===== src/rtl/io_timer_device.sv =====
// io_timer_device: memory-mapped 64-bit cycle counter plus countdown timer with interrupt; optional macro IO_TIMER_AUTO_RELOAD_EN enables CTRL.auto_reload
module io_timer_device #(
  parameter logic [31:0] BASE_ADDRESS = 32'hFFFF0100
) (
  input  logic        clk,
  input  logic        reset,
  input  logic        io_write_en,
  input  logic        io_read_en,
  input  logic [31:0] io_address,
  input  logic [31:0] io_write_data,
  output logic [31:0] io_read_data,
  output logic        timer_interrupt
);
`ifdef IO_TIMER_AUTO_RELOAD_EN
  localparam logic [2:0] CTRL_MASK = 3'b111;
`else
  localparam logic [2:0] CTRL_MASK = 3'b101;
`endif
  logic [63:0] cycle;
  logic [31:0] cycle_hi, load, value, rd;
  logic [2:0]  ctrl, off;
  logic        expired, hit, wr_load, wr_ctrl, wr_status, expire, reload;
  logic        unused_addr_bits;
  assign unused_addr_bits = ^io_address[1:0];
  assign hit       = io_address[31:5] == BASE_ADDRESS[31:5];
  assign off       = io_address[4:2];
  assign wr_load   = io_write_en & hit & (off == 3'd2);
  assign wr_ctrl   = io_write_en & hit & (off == 3'd3);
  assign wr_status = io_write_en & hit & (off == 3'd4) & io_write_data[0];
  // a count of 1 finishes this cycle; a count of 0 with enable set finishes immediately
  assign expire    = ctrl[0] & (value <= 32'd1);
  assign reload    = ctrl[1] & (value == 32'd1);
  assign timer_interrupt = expired & ctrl[2];
  // register read mux; misses and unmapped offsets read as zero
  always_comb
    rd = !hit          ? 32'd0 :
         off == 3'd0   ? cycle[31:0] :
         off == 3'd1   ? cycle_hi :
         off == 3'd2   ? load :
         off == 3'd3   ? {29'd0, ctrl} :
         off == 3'd4   ? {31'd0, expired} :
         off == 3'd5   ? value : 32'd0;
  // counter, countdown and bus writes; later bus writes override the timer's own update
  always_ff @(posedge clk) begin
    if (reset) begin
      cycle        <= '0;
      cycle_hi     <= '0;
      load         <= '0;
      value        <= '0;
      ctrl         <= '0;
      expired      <= 1'b0;
      io_read_data <= '0;
    end else begin
      cycle <= cycle + 64'd1;
      if (io_read_en) io_read_data <= rd;
      if (io_read_en && hit && off == 3'd0) cycle_hi <= cycle[63:32];
      if (ctrl[0]) begin
        value <= value > 32'd1 ? value - 32'd1 : reload ? load : 32'd0;
        if (expire && !reload) ctrl[0] <= 1'b0;
      end
      expired <= expire | (expired & ~wr_status);
      if (wr_load) begin
        load  <= io_write_data;
        value <= io_write_data;
      end
      if (wr_ctrl) begin
        ctrl <= io_write_data[2:0] & CTRL_MASK;
        if (expire) value <= 32'd0;
      end
    end
  end
endmodule

===== config.mk =====
export PLATFORM = sky130hd
export DESIGN_NAME = io_timer_device
export DESIGN_NICKNAME = d
export VERILOG_FILES = /design/src/rtl/io_timer_device.sv
export SDC_FILE = /design/constraint.sdc
export NUM_CORES = 1
export LEC_CHECK = 0
export CAP_MARGIN = 20
export CORE_MARGIN = 10
export CORE_UTILIZATION = 45
export CTS_CLUSTER_DIAMETER = 200
export DETAILED_ROUTE_END_ITERATION = 12
export PLACE_DENSITY = 0.7
export SYNTH_ARGS = -nofsm -noshare
export SYNTH_HDL_FRONTEND = slang
export SYNTH_SLANG_ARGS = --single-unit

===== constraint.sdc =====
create_clock -name clk -period 2.85 [get_ports clk]
set_input_delay 0.4275 -clock clk [delete_from_list [all_inputs] [get_ports clk]]
set_output_delay 0.4275 -clock clk [all_outputs]
set_load 0.005 [all_outputs]

Word-level counts from Yosys, hierarchy flattened

Cells that the tools add are included.
Widths: inputs -> output; s select.

Register bits: 195
Input port bits: 68
Word-level logic and storage cells: 46
Memory bits (writable): 0
Latch bits: 0
Memories: 0
ROM bits: 0

Magnitude comparators: 2
Reductions and logical operators: 3
Multiply operators: 0
Equal/unequal tests: 6
Divide/modulo/power cells: 0
Add/sub/neg operators: 2
Mux-type cells: 15
Bitwise gates (word level): 10
Shifts and indexed selects: 0

Operators by type and width:

| kind                  | count |
|---|---|
| $mux 32               | 12 |
| $add 64x1->64 const B | 1 |
| $gt 32x1->1 const B   | 1 |
| $le 32x1->1 const B   | 1 |
| $sub 32x1->32 const B | 1 |
| $eq 27x27->1 const B  | 1 |
| $and 1x1->1           | 8 |
| $eq 3x2->1 const B    | 2 |
| $eq 3x3->1 const B    | 2 |
| $eq 3x1->1 const B    | 1 |
| $logic_not 3->1       | 1 |
| $mux 1                | 3 |
| $logic_and 1x1->1     | 2 |
| $not 1->1             | 1 |
| $or 1x1->1            | 1 |

Logic depth before layout (Yosys ltp)

Depth in word-level cells: 8
Depth in mapped cells: 9

Worst setup path after synthesis

Ideal clock, no wire load.

Path type: input to register
From: input io_address[14]
To: register value[19]
Stages on the path: 6
Buffers on the path: 1
Data arrival time: 2.136 ns
Setup time: 0.132 ns
Slack: 0.581 ns
Cell sequence: or4b_1 -> nor4_4 -> nand4_1 -> clkbuf_1 -> o211ai_1 -> a21oi_1

Word-level cells in the longest chain between the ends: 6
Elaborated cells on any way between the ends: 7
Those cells by class: eq/ne (1); mux (3); bitwise (3)

Ends and longest elaborated chain:

| what                 | RTL line | source |
|---|---|---|
| start, declared      | 9        | `input logic [31:0] io_address,` |
| $eq 27x27->1 *       | 25       | `assign hit = io_address[31:5] == BASE_ADDRESS[31:5];` |
| $and 1x1->1 *        | 27, 28   |  |
| $and 1x1->1          | 27       | `assign wr_load = io_write_en & hit & (off == 3'd2);` |
| $mux 32              | 62       | `if (wr_load) begin` |
| $mux 32              | 68       | `if (expire) value <= 32'd0;` |
| $mux 32 *            | 66       | `if (wr_ctrl) begin` |
| end signal, assigned | 58       | `value <= value > 32'd1 ? value - 32'd1 : reload ? load : 32'd0;` |
| end signal, assigned | 64       | `value <= io_write_data;` |
| end, declared        | 20       | `logic [31:0] cycle_hi, load, value, rd;` |

Every way passes the cells marked *; elsewhere a longest branch is shown, timed or not.
A chain may end at the register's enable or synchronous reset.

Worst setup path in the final report

From: register cycle[41]
To: register cycle[60]

Word-level cells in the longest chain between the ends: 1

Ends and longest elaborated chain:

| what                   | RTL line | source |
|---|---|---|
| start, declared        | 19       | `logic [63:0] cycle;` |
| start signal, assigned | 54       | `cycle <= cycle + 64'd1;` |
| $add 64x1->64          | 54       |  |

No other way between the ends.

==> metrics.cfg <==
[finish]
stdcell_area_um2=11200
utilization=0.550
area_growth_pct=20.3
antenna-diode-count=0
regArea_um2=3900
nFillCells=1925
multiInputGateArea_um2=4970
fin_nets=1263
drive_above_1_share=0.0763

[synth]
post_synth_num_cell_types=52
seq_area_frac_synth=0.420
largest_cells_by_area_after_synthesis=dfxtp_1 (42%), a21oi_1 (7.7%), nand2_1 (6.2%), nor2_1 (3.6%), mux2i_1 (3.4%)
yosys.area.top_type_share=0.420
number_of_enable_flip_flop_cells_after_synthesis=0
synth_warnings=0
synth_nets=1188
synth-main-ff-cell=dfxtp_1
synth_top_cell_by_area=dfxtp_1
syn-instance-count=1117
synth_area_um2=9290
yosysMostFrequentCell=dfxtp_1
syn_area_per_cell_um2=8.31
synth.ff_latch_count=195
synthArstFlopShare=0
most_used_standard_cells_in_the_synthesized_netlist=dfxtp_1 (195), nand2_1 (153), a21oi_1 (143)

[outcome]
status=complete, no violations

[worst_setup_path]
critPathBufInv=1
cp-start-kind=register
worst_ep_required_time_ns=3.22
cp_slowest_stage_delay_ns=0.52
r2r_end=cycle[60]
worstSetupEndpointType=register
cp_cell_sequence=and4_1 -> nand4_1 -> or3_1 -> buf_4 -> or4_1 -> a21oi_1
cpMaxStageDelayCell=or4_1
worstPathMaxFanout=22
timing_worst_setup_path_type=reg2reg
rrSetupSlack_ns=0.47
path_delay_family=simple AND/OR/NAND/NOR gates
reg_to_reg_start=cycle[41]
critPathArrivalTime_ns=2.74
worstRegToRegCells=6

[clock_network]
clk_path_buf_depth=2
clock_tree.htree_level_count=4
clock_sink_count=195
cts-resized-gates=0
clkLatencyLatePin_ns=0.43
ctsHoldBuffers=0
clock-root-buffer=clkbuf_16
tritoncts.num_buffers=17
tritoncts=done
path_clk_slew_ns=0.07
cts_setup_buffers=0

[placement]
place.detailed.hpwl_um=18000
gp_congestion=0.845
placement.cell_area_um2=10600
place.port_buffers=98

[worst_hold_path]
worstHoldEndpoint=io_read_data[22]
hold-path-cell-count=2
min-delay-start=reset
hp-class=in2reg

[routing]
routedWlPerCell_um=17.5
final_ant_viol_nets=0
drt_pass1_iterations=5
via_per_inst=5.70
drt-total-wl_um=25800
drt_drc_violations_left=0
vias=8414
drt-initial-drc-count=657

[global_route]
first_global_vias=7919
groute.usage.overall=0.191
grt_antenna_before_repair=0
grt_first_pass_wirelength_um=41900
grt_start_max_net_pins=72
global_route.overflow_total=0

[timing]
fin_worst_skew_ns=0.0100
number_of_hold_violations_in_the_final_report=0
tightestPinTransition_ns=0.610
setup-violations-final=0
fin_crit_sh=0.834
grt_setup_unrepaired=no
layout_min_cycle_time_ns=2.38
worst_slew_margin_rel=0.593
fin_tns_setup_ns=0
maximum_clock_frequency_ghz=0.420
maxSlewViolCount=0

[power_and_ir_drop]
total_leakage_power_nw=3.80
powerDensity_nw_per_um2=473
irDropWorstVdd_mv=0.281
pwr-share-clk=0.434
seq_power_share=0.517
power.share.switching=0.226
power.share.combinational=0.049
cellInternalPower_mw=4.09
power.switching_mw=1.20

[floorplanning]
design.core.area_um2=20300
die_y_um=164
io_pins=101
fp.dieArea_um2=26800
floorplan.die.width_um=164
placement_rows=52
initial_core_util=0.457

[job]
cap_violations=0

==> power by group through the flow <==
stage | Clock, mW | Sequential [mW] | Combinational (mW)
2_1_floorplan | 0 | 2.79 | 0.116
3_3_place_gp | 0 | 2.79 | 0.255
3_5_place_dp | 0 | 2.79 | 0.257
4_1_cts | 2.35 | 2.73 | 0.258
5_1_grt | 2.45 | 2.73 | 0.279
6_report | 2.30 | 2.73 | 0.260
==> cell families after synthesis <==
kind of cell / after synthesis / share of synthesized area
adder cells (fa/ha/maj): 3 / 0.00404
buffers and inverters: 102 / 0.0451
flip-flops: 195 / 0.420
AND/OR/NAND/NOR: 461 / 0.254
AO/OA/AOI/OAI: 261 / 0.179
XOR/XNOR: 58 / 0.0547
multiplexers: 37 / 0.0430
==> metal layers <==
| metal | track usage | routed length (µm) | part of all wire |
|---|---|---|---|
| met5 | 0 | 0 | 0 |
| met4 | 0.0422 | 253 | 0.0098 |
| met3 | 0.0388 | 1900 | 0.074 |
| met2 | 0.306 | 12000 | 0.47 |
| met1 | 0.260 | 11600 | 0.45 |
==> stage by stage <==
step,setup WS [ns],hold slack [ns],total power [mW],cells
after floorplan,0.581,0.429,2.91,1117
after global placement,0.161,0.438,3.05,1442
after detailed placement,0.129,0.446,3.05,1442
after CTS,0.452,0.401,5.34,1474
after global routing,0.328,0.423,5.46,1475
final,0.472,0.415,5.29,1475
==> sequential cells by signal, indices dropped and copies added, names as in the netlist <==
name / cells
load: 32
io_read_data: 32
value: 32
cycle_hi: 32
cycle: 64
ctrl: 2
expired: 1
==> cell usage in the layout, fill, tap and decap left out, types with 27 or more instances in the layout <==
cell / netlist / routed
o2bb2ai_1: 30 / 30
nor2_1: 89 / 88
a21oi_1: 143 / 143
nand3_1: 37 / 37
clkdlybuf4s50_1: 0 / 96
nand2_1: 153 / 153
nand4_1: 32 / 32
a2bb2oi_1: 30 / 30
nor2b_1: 36 / 35
dfxtp_1: 195 / 195
mux2i_1: 32 / 32
xnor2_1: 27 / 27
xor2_1: 31 / 31
buf_4: 0 / 40
==> layout make-up <==
type,instances,share of cell area
tap,270,0.0302
multi-input combinational,820,0.445
sequential,195,0.349
inverter,16,0.00537
timing repair buffer,142,0.121
clock inverter,10,0.00885
clock buffer,22,0.0406
==> how the worst max path moves through the flow <==
stage	startpoint	to	slack [ns]	cells after the start
after detailed placement	io_address[13]	value[0]	0.13	8
after global routing	value[0]	value[30]	0.33	8
after floorplan	io_address[14]	value[19]	0.58	6
final	cycle[41]	cycle[60]	0.47	6
after global placement	io_address[13]	value[0]	0.16	8
after CTS	cycle[35]	cycle[59]	0.45	6
(Power assumes the default switching activity.)
